**config.mk**
```make
export PLATFORM = sky130hd
export DESIGN_NAME = chk_log_fifo
export DESIGN_NICKNAME = d
export VERILOG_FILES = /design/src/rtl/int_add_chk_pkg.sv /design/src/rtl/chk_log_fifo.sv
export SDC_FILE = /design/constraint.sdc
export NUM_CORES = 1
export LEC_CHECK = 0
export ABC_CLOCK_PERIOD_IN_PS = 5900
export CAP_MARGIN = 20
export CORE_MARGIN = 2
export CORE_UTILIZATION = 40
export CTS_CLUSTER_SIZE = 14
export DETAILED_ROUTE_END_ITERATION = 12
export PLACE_DENSITY = 0.61
export SLEW_MARGIN = 20
export SYNTH_ARGS = -nofsm -noshare
export SYNTH_HDL_FRONTEND = slang
export SYNTH_SLANG_ARGS = --single-unit
```
**constraint.sdc**
```tcl
create_clock -name clk -period 5.9 [get_ports clk]
set_clock_uncertainty 0.05 [all_clocks]
set_input_delay 1.18 -clock clk [delete_from_list [all_inputs] [get_ports clk]]
set_output_delay 1.18 -clock clk [all_outputs]
set_load 0.01 [all_outputs]
```
**src/rtl/int_add_chk_pkg.sv**
```systemverilog
// Shared types and helpers for the integer-adder result checker.
package int_add_chk_pkg;

  // Run-control FSM states.
  typedef enum logic [1:0] {
    IDLE,
    ARMED,
    CHECK,
    DONE
  } chk_state_e;

  // Width used by the generic saturating adder; callers zero-extend into it.
  localparam int unsigned SAT_W = 64;

  // A log entry packs {a, b, dut_c}, so it is three operand widths wide.
  function automatic int unsigned log_entry_width(input int unsigned op_w);
    return 3 * op_w;
  endfunction

  // Returns min(x + y, max_val); the extra carry bit keeps the compare exact.
  function automatic logic [SAT_W-1:0] sat_add(input logic [SAT_W-1:0] x,
                                               input logic [SAT_W-1:0] y,
                                               input logic [SAT_W-1:0] max_val);
    logic [SAT_W:0] sum;
    sum = {1'b0, x} + {1'b0, y};
    if (sum > {1'b0, max_val}) return max_val;
    return sum[SAT_W-1:0];
  endfunction

endpackage

```
**src/rtl/chk_log_fifo.sv**
```systemverilog
// Mismatch log: synchronous FIFO with a registered read port. A push into a
// full FIFO is still accepted when a pop frees a slot in the same cycle.
module chk_log_fifo
  import int_add_chk_pkg::*;
#(
  parameter int unsigned WIDTH = 96,
  parameter int unsigned DEPTH = 16
) (
  input  logic             clk,
  input  logic             rst,
  input  logic             i_clr,
  input  logic             i_push,
  input  logic [WIDTH-1:0] i_data,
  input  logic             i_pop,
  output logic             o_drop,
  output logic             o_rd_valid,
  output logic [WIDTH-1:0] o_rd_data,
  output logic             o_empty
);

  localparam int unsigned AW = $clog2(DEPTH);
  localparam logic [AW:0] FULL_CNT = (AW+1)'(DEPTH);
  localparam logic [AW:0] PTR_ONE  = {{AW{1'b0}}, 1'b1};

  logic [WIDTH-1:0] r_mem [DEPTH];
  logic [AW:0]      r_wr_ptr;
  logic [AW:0]      r_rd_ptr;
  logic             r_rd_valid;
  logic [WIDTH-1:0] r_rd_data;

  logic [AW:0] w_count;
  logic        w_full;
  logic        w_pop_ok;
  logic        w_push_ok;

  // Pointers carry one extra wrap bit so full and empty are distinguishable.
  assign w_count   = r_wr_ptr - r_rd_ptr;
  assign w_full    = (w_count == FULL_CNT);
  assign o_empty   = (w_count == '0);
  assign w_pop_ok  = i_pop && !o_empty;
  assign w_push_ok = i_push && (!w_full || w_pop_ok);
  assign o_drop    = i_push && !w_push_ok;

  // Storage write; when full with a pop, this overwrites the slot being read,
  // and the read below still sees the old contents.
  // NOTE: the storage array has no reset; only the pointers define its contents.
  always_ff @(posedge clk) begin
    if (w_push_ok && !i_clr) r_mem[r_wr_ptr[AW-1:0]] <= i_data;
  end

  // Pointer advance and registered read port.
  always_ff @(posedge clk) begin
    if (!rst) begin
      r_wr_ptr   <= '0;
      r_rd_ptr   <= '0;
      r_rd_valid <= 1'b0;
      r_rd_data  <= '0;
    end else if (i_clr) begin
      r_wr_ptr   <= '0;
      r_rd_ptr   <= '0;
      r_rd_valid <= 1'b0;
    end else begin
      if (w_push_ok) r_wr_ptr <= r_wr_ptr + PTR_ONE;
      if (w_pop_ok) begin
        r_rd_ptr  <= r_rd_ptr + PTR_ONE;
        r_rd_data <= r_mem[r_rd_ptr[AW-1:0]];
      end
      r_rd_valid <= w_pop_ok;
    end
  end

  assign o_rd_valid = r_rd_valid;
  assign o_rd_data  = r_rd_data;

endmodule

```
==> flow_summary_export.csv <==
group,metric,value,unit
power_and_ir_drop,power,23.78,mW
flow_run,drv_cap,0,
placement,hpwl,72650,µm
cts,htree_levels,4,
timing,worst_pin_slew,1.071,ns
cts,ctsHoldBuffers,0,
drt,vias_per_cell,5.477,
setup_path,path_delay_family,"flip-flops",
synthesis,yosysWarnings,0,
layout,multi_input_area,12730,µm²
floorplan,dieArea,157600,µm²
synthesis,synth_area_leaders,"edfxtp_1 (75%), mux4_2 (14%), dfxtp_1 (3.5%)",
outcome,outcome,"finished clean",
cts,clk_latency,0.80,ns
layout,final-seq-area,48280,µm²
synthesis,yosysTopAreaCellShare,74.65,%
cts,cts-root-buf,"clkbuf_16",
cts,path_clk_slew,0.06,ns
drt,initialDrtViolationCount,2458,
placement,pre_cts_slack,1.268,ns
setup_path,critPathSlowestCell,"dfxtp_4",
timing,timing.fmax,190.1,MHz
timing,final_hold_viol_count,0,
floorplan,row_count,144,
setup_path,criticalPathCategory,"reg -> out",
power_and_ir_drop,leakage,21.42,nW
power_and_ir_drop,vdd_drop_max,0.2476,mV
floorplan,die_y,397.0,µm
drt,antenna_left,0,
synthesis,yosys.area.top_type,"edfxtp_1",
placement,routabilityCongestion,0.7306,
layout,syn_to_final_growth,15.71,%
setup_path,cp_cell_sequence,"inv_1 > ha_1 > or2_1 > o22ai_2 > xor2_2 > o211ai_1 > nor2_1 > clkdlybuf4s50_1",
drt,dr.pass1.iters,5,
setup_path,cp-end-kind,"output pin",
timing,fin_tns_setup,0,ns
timing,period_share,89.18,%
setup_path,critPathMaxFanout,44,
synthesis,yosysSeqAreaShare,78.12,%
synthesis,ys_seq_elements,1643,
global_routing,grt_overflow,0,
cts,ctsResizeCount,0,
power_and_ir_drop,power.density,332.6,nW/µm²
synthesis,syn-num-nets,3000,
floorplan,start_util,40.20,%
timing,rsz0062_at_grt,"false",
global_routing,grt_pass1_vias,30480,
layout,mostFrequentLayoutCells,"edfxtp_1 (1536), mux4_2 (384), clkdlybuf4s50_1 (198)",
setup_path,critPathBufInv,2,
cts,clkSinkCount,1643,
cts,cts_made_buffers,164,
global_routing,grtUsageTotal,17.67,%
timing,drv_slew,0,
synthesis,syn_inst,2890,
cts,post_cts_buffers,0,
layout,utilization,46.52,%
drt,drc,0,
layout,nFillCells,12630,
floorplan,num_io_pins,200,
setup_path,worst_ep_required_time,4.67,ns
global_routing,grt_first_pass_wirelength,205000,µm
cts,clockBufferDepth,3,
layout,final_common_cell,"edfxtp_1",
cts,cts_tree,"yes",
synthesis,synth_cell_types,39,
setup_path,critical_path.max_stage_delay,0.81,ns
drt,routedWlPerCell,26.04,µm
synthesis,syn_area,61780,µm²
layout,drive_above_1_share,23.89,%
synthesis,syn_avg_cell_area,21.38,µm²
timing,maxSlewHeadroom,28.29,%
drt,finalWirelength,138700,µm
floorplan,core_area,153700,µm²
floorplan,die_x,397.0,µm
layout,nets,3251,
setup_path,crit_arrival,4.03,ns
timing,setup_violations,0,
worst_hold_path,hp-class,"reg -> reg",
drt,via_count,29160,
setup_path,start_kind,"flip-flop",
timing,period_minus_slack,5.262,ns
placement,portBuffers,199,
global_routing,grt_max_degree,102,
timing,fin_ws,0.6382,ns
global_routing,antenna_found_initial,15,
stage by stage:
| stage | cell area (µm²) | hold slack (ns) | cells |
|---|---|---|---|
| 4_1_cts | 71480 | 0.4009 | 5322 |
| 5_1_grt | 71490 | 0.4130 | 5323 |
| 3_3_place_gp | 66320 | 0.3876 | 5019 |
| 3_5_place_dp | 66320 | 0.3904 | 5019 |
| 2_1_floorplan | 61780 | 0.4226 | 2890 |
| 6_report | 71490 | 0.3957 | 5324 |
area by class of cell:
type	instances	share of cell area, %
Sequential cell	1643	67.53
Tap cell	2044	3.577
Clock buffer	223	6.218
Antenna cell	2	0.007001
Multi-Input combinational cell	1065	17.81
Clock inverter	80	1.008
Inverter	9	0.04725
Timing Repair Buffer	258	3.798
sequential cells by signal (all words and copies together) (netlist names):
| signal | cells |
|---|---|
| o_rd_data | 96 |
| o_rd_valid | 1 |
| r_mem | 1536 |
| r_rd_ptr | 5 |
| r_wr_ptr | 5 |
power by group:
group	switching (mW)	leakage (nW)	internal, mW
Sequential	0.0333	14.7	12.8
Clock	4.33	2.52	5.63
Combinational	0.556	4.19	0.408
Total	4.92	21.4	18.9
worst register-to-register path, cell delays in order, from the launching register on:
cell and delay, ns:
dfxtp_4 0.81, inv_1 0.22, ha_1 0.39, o211ai_1 0.15, a21oi_1 0.13, o211ai_1 0.87
nand3b_1 0.52, nor2_4 0.66, buf_12 0.39
path summary, 6_finish.rpt:
| kind | startpoint | cells after the start | slack (ns) | end |
|---|---|---|---|---|
| max | r_rd_ptr[2] | 8 | 0.64 | o_drop |
| min | o_rd_data[79] | 2 | 0.40 | o_rd_data[79] |
| min reg2reg | o_rd_data[79] | 2 | 0.40 | o_rd_data[79] |
| max reg2reg | r_rd_ptr[2] | 8 | 1.29 | r_mem[8][29] |
routing by layer:
metal | routed length (µm) | vias to the layer above | share of wire [%] | global-route usage, %
li1 | - | 12560 | - | -
met1 | 59690 | 15580 | 43 | 24.30
met2 | 68920 | 808 | 50 | 29.13
met3 | 7100 | 203 | 5.1 | 2.982
met4 | 2897 | 8 | 2.1 | 5.038
met5 | 59 | - | 0.043 | 0
Yosys cell counts:
| library cell | count |
|---|---|
| o22ai_1 | 192 |
| clkbuf_1 | 76 |
| edfxtp_1 | 1536 |
| a21oi_1 | 9 |
| buf_2 | 47 |
| buf_1 | 6 |
| o21ai_2 | 6 |
| inv_1 | 9 |
| ha_1 | 9 |
| nand3_2 | 74 |
| or2_1 | 1 |
| dfxtp_1 | 107 |
| nor2b_1 | 2 |
| nand4_1 | 1 |
| or3_1 | 3 |
| o22ai_2 | 1 |
| nand2b_1 | 3 |
| buf_6 | 10 |
| o211a_1 | 1 |
| nand3b_1 | 2 |
| mux4_2 | 384 |
| nor2_1 | 122 |
| a41o_1 | 1 |
| a41oi_2 | 1 |
| a21o_1 | 3 |
| o211ai_1 | 2 |
| a31o_2 | 2 |
| xor2_2 | 1 |
| xor2_1 | 2 |
| mux2i_1 | 2 |
| nor3_1 | 3 |
| or2_2 | 1 |
| nand2_1 | 111 |
| o21ai_0 | 19 |
| nand3_1 | 29 |
| xnor2_1 | 2 |
| buf_4 | 34 |
| o21ai_1 | 75 |
| nor2b_2 | 1 |
kinds of logic (layout without fill, tap and decap cells):
group,Yosys count,after routing,share of synthesized area [%]
simple gates,353,353,3.024
other cells,0,2,0
compound gates,312,312,3.032
mux,386,386,14.03
fa+ha+maj,9,9,0.1823
xor+xnor,5,5,0.08305
buf+inv,182,570,1.529
flops,1643,1643,78.12
Note: power is estimated with default switching activity, not from simulation.
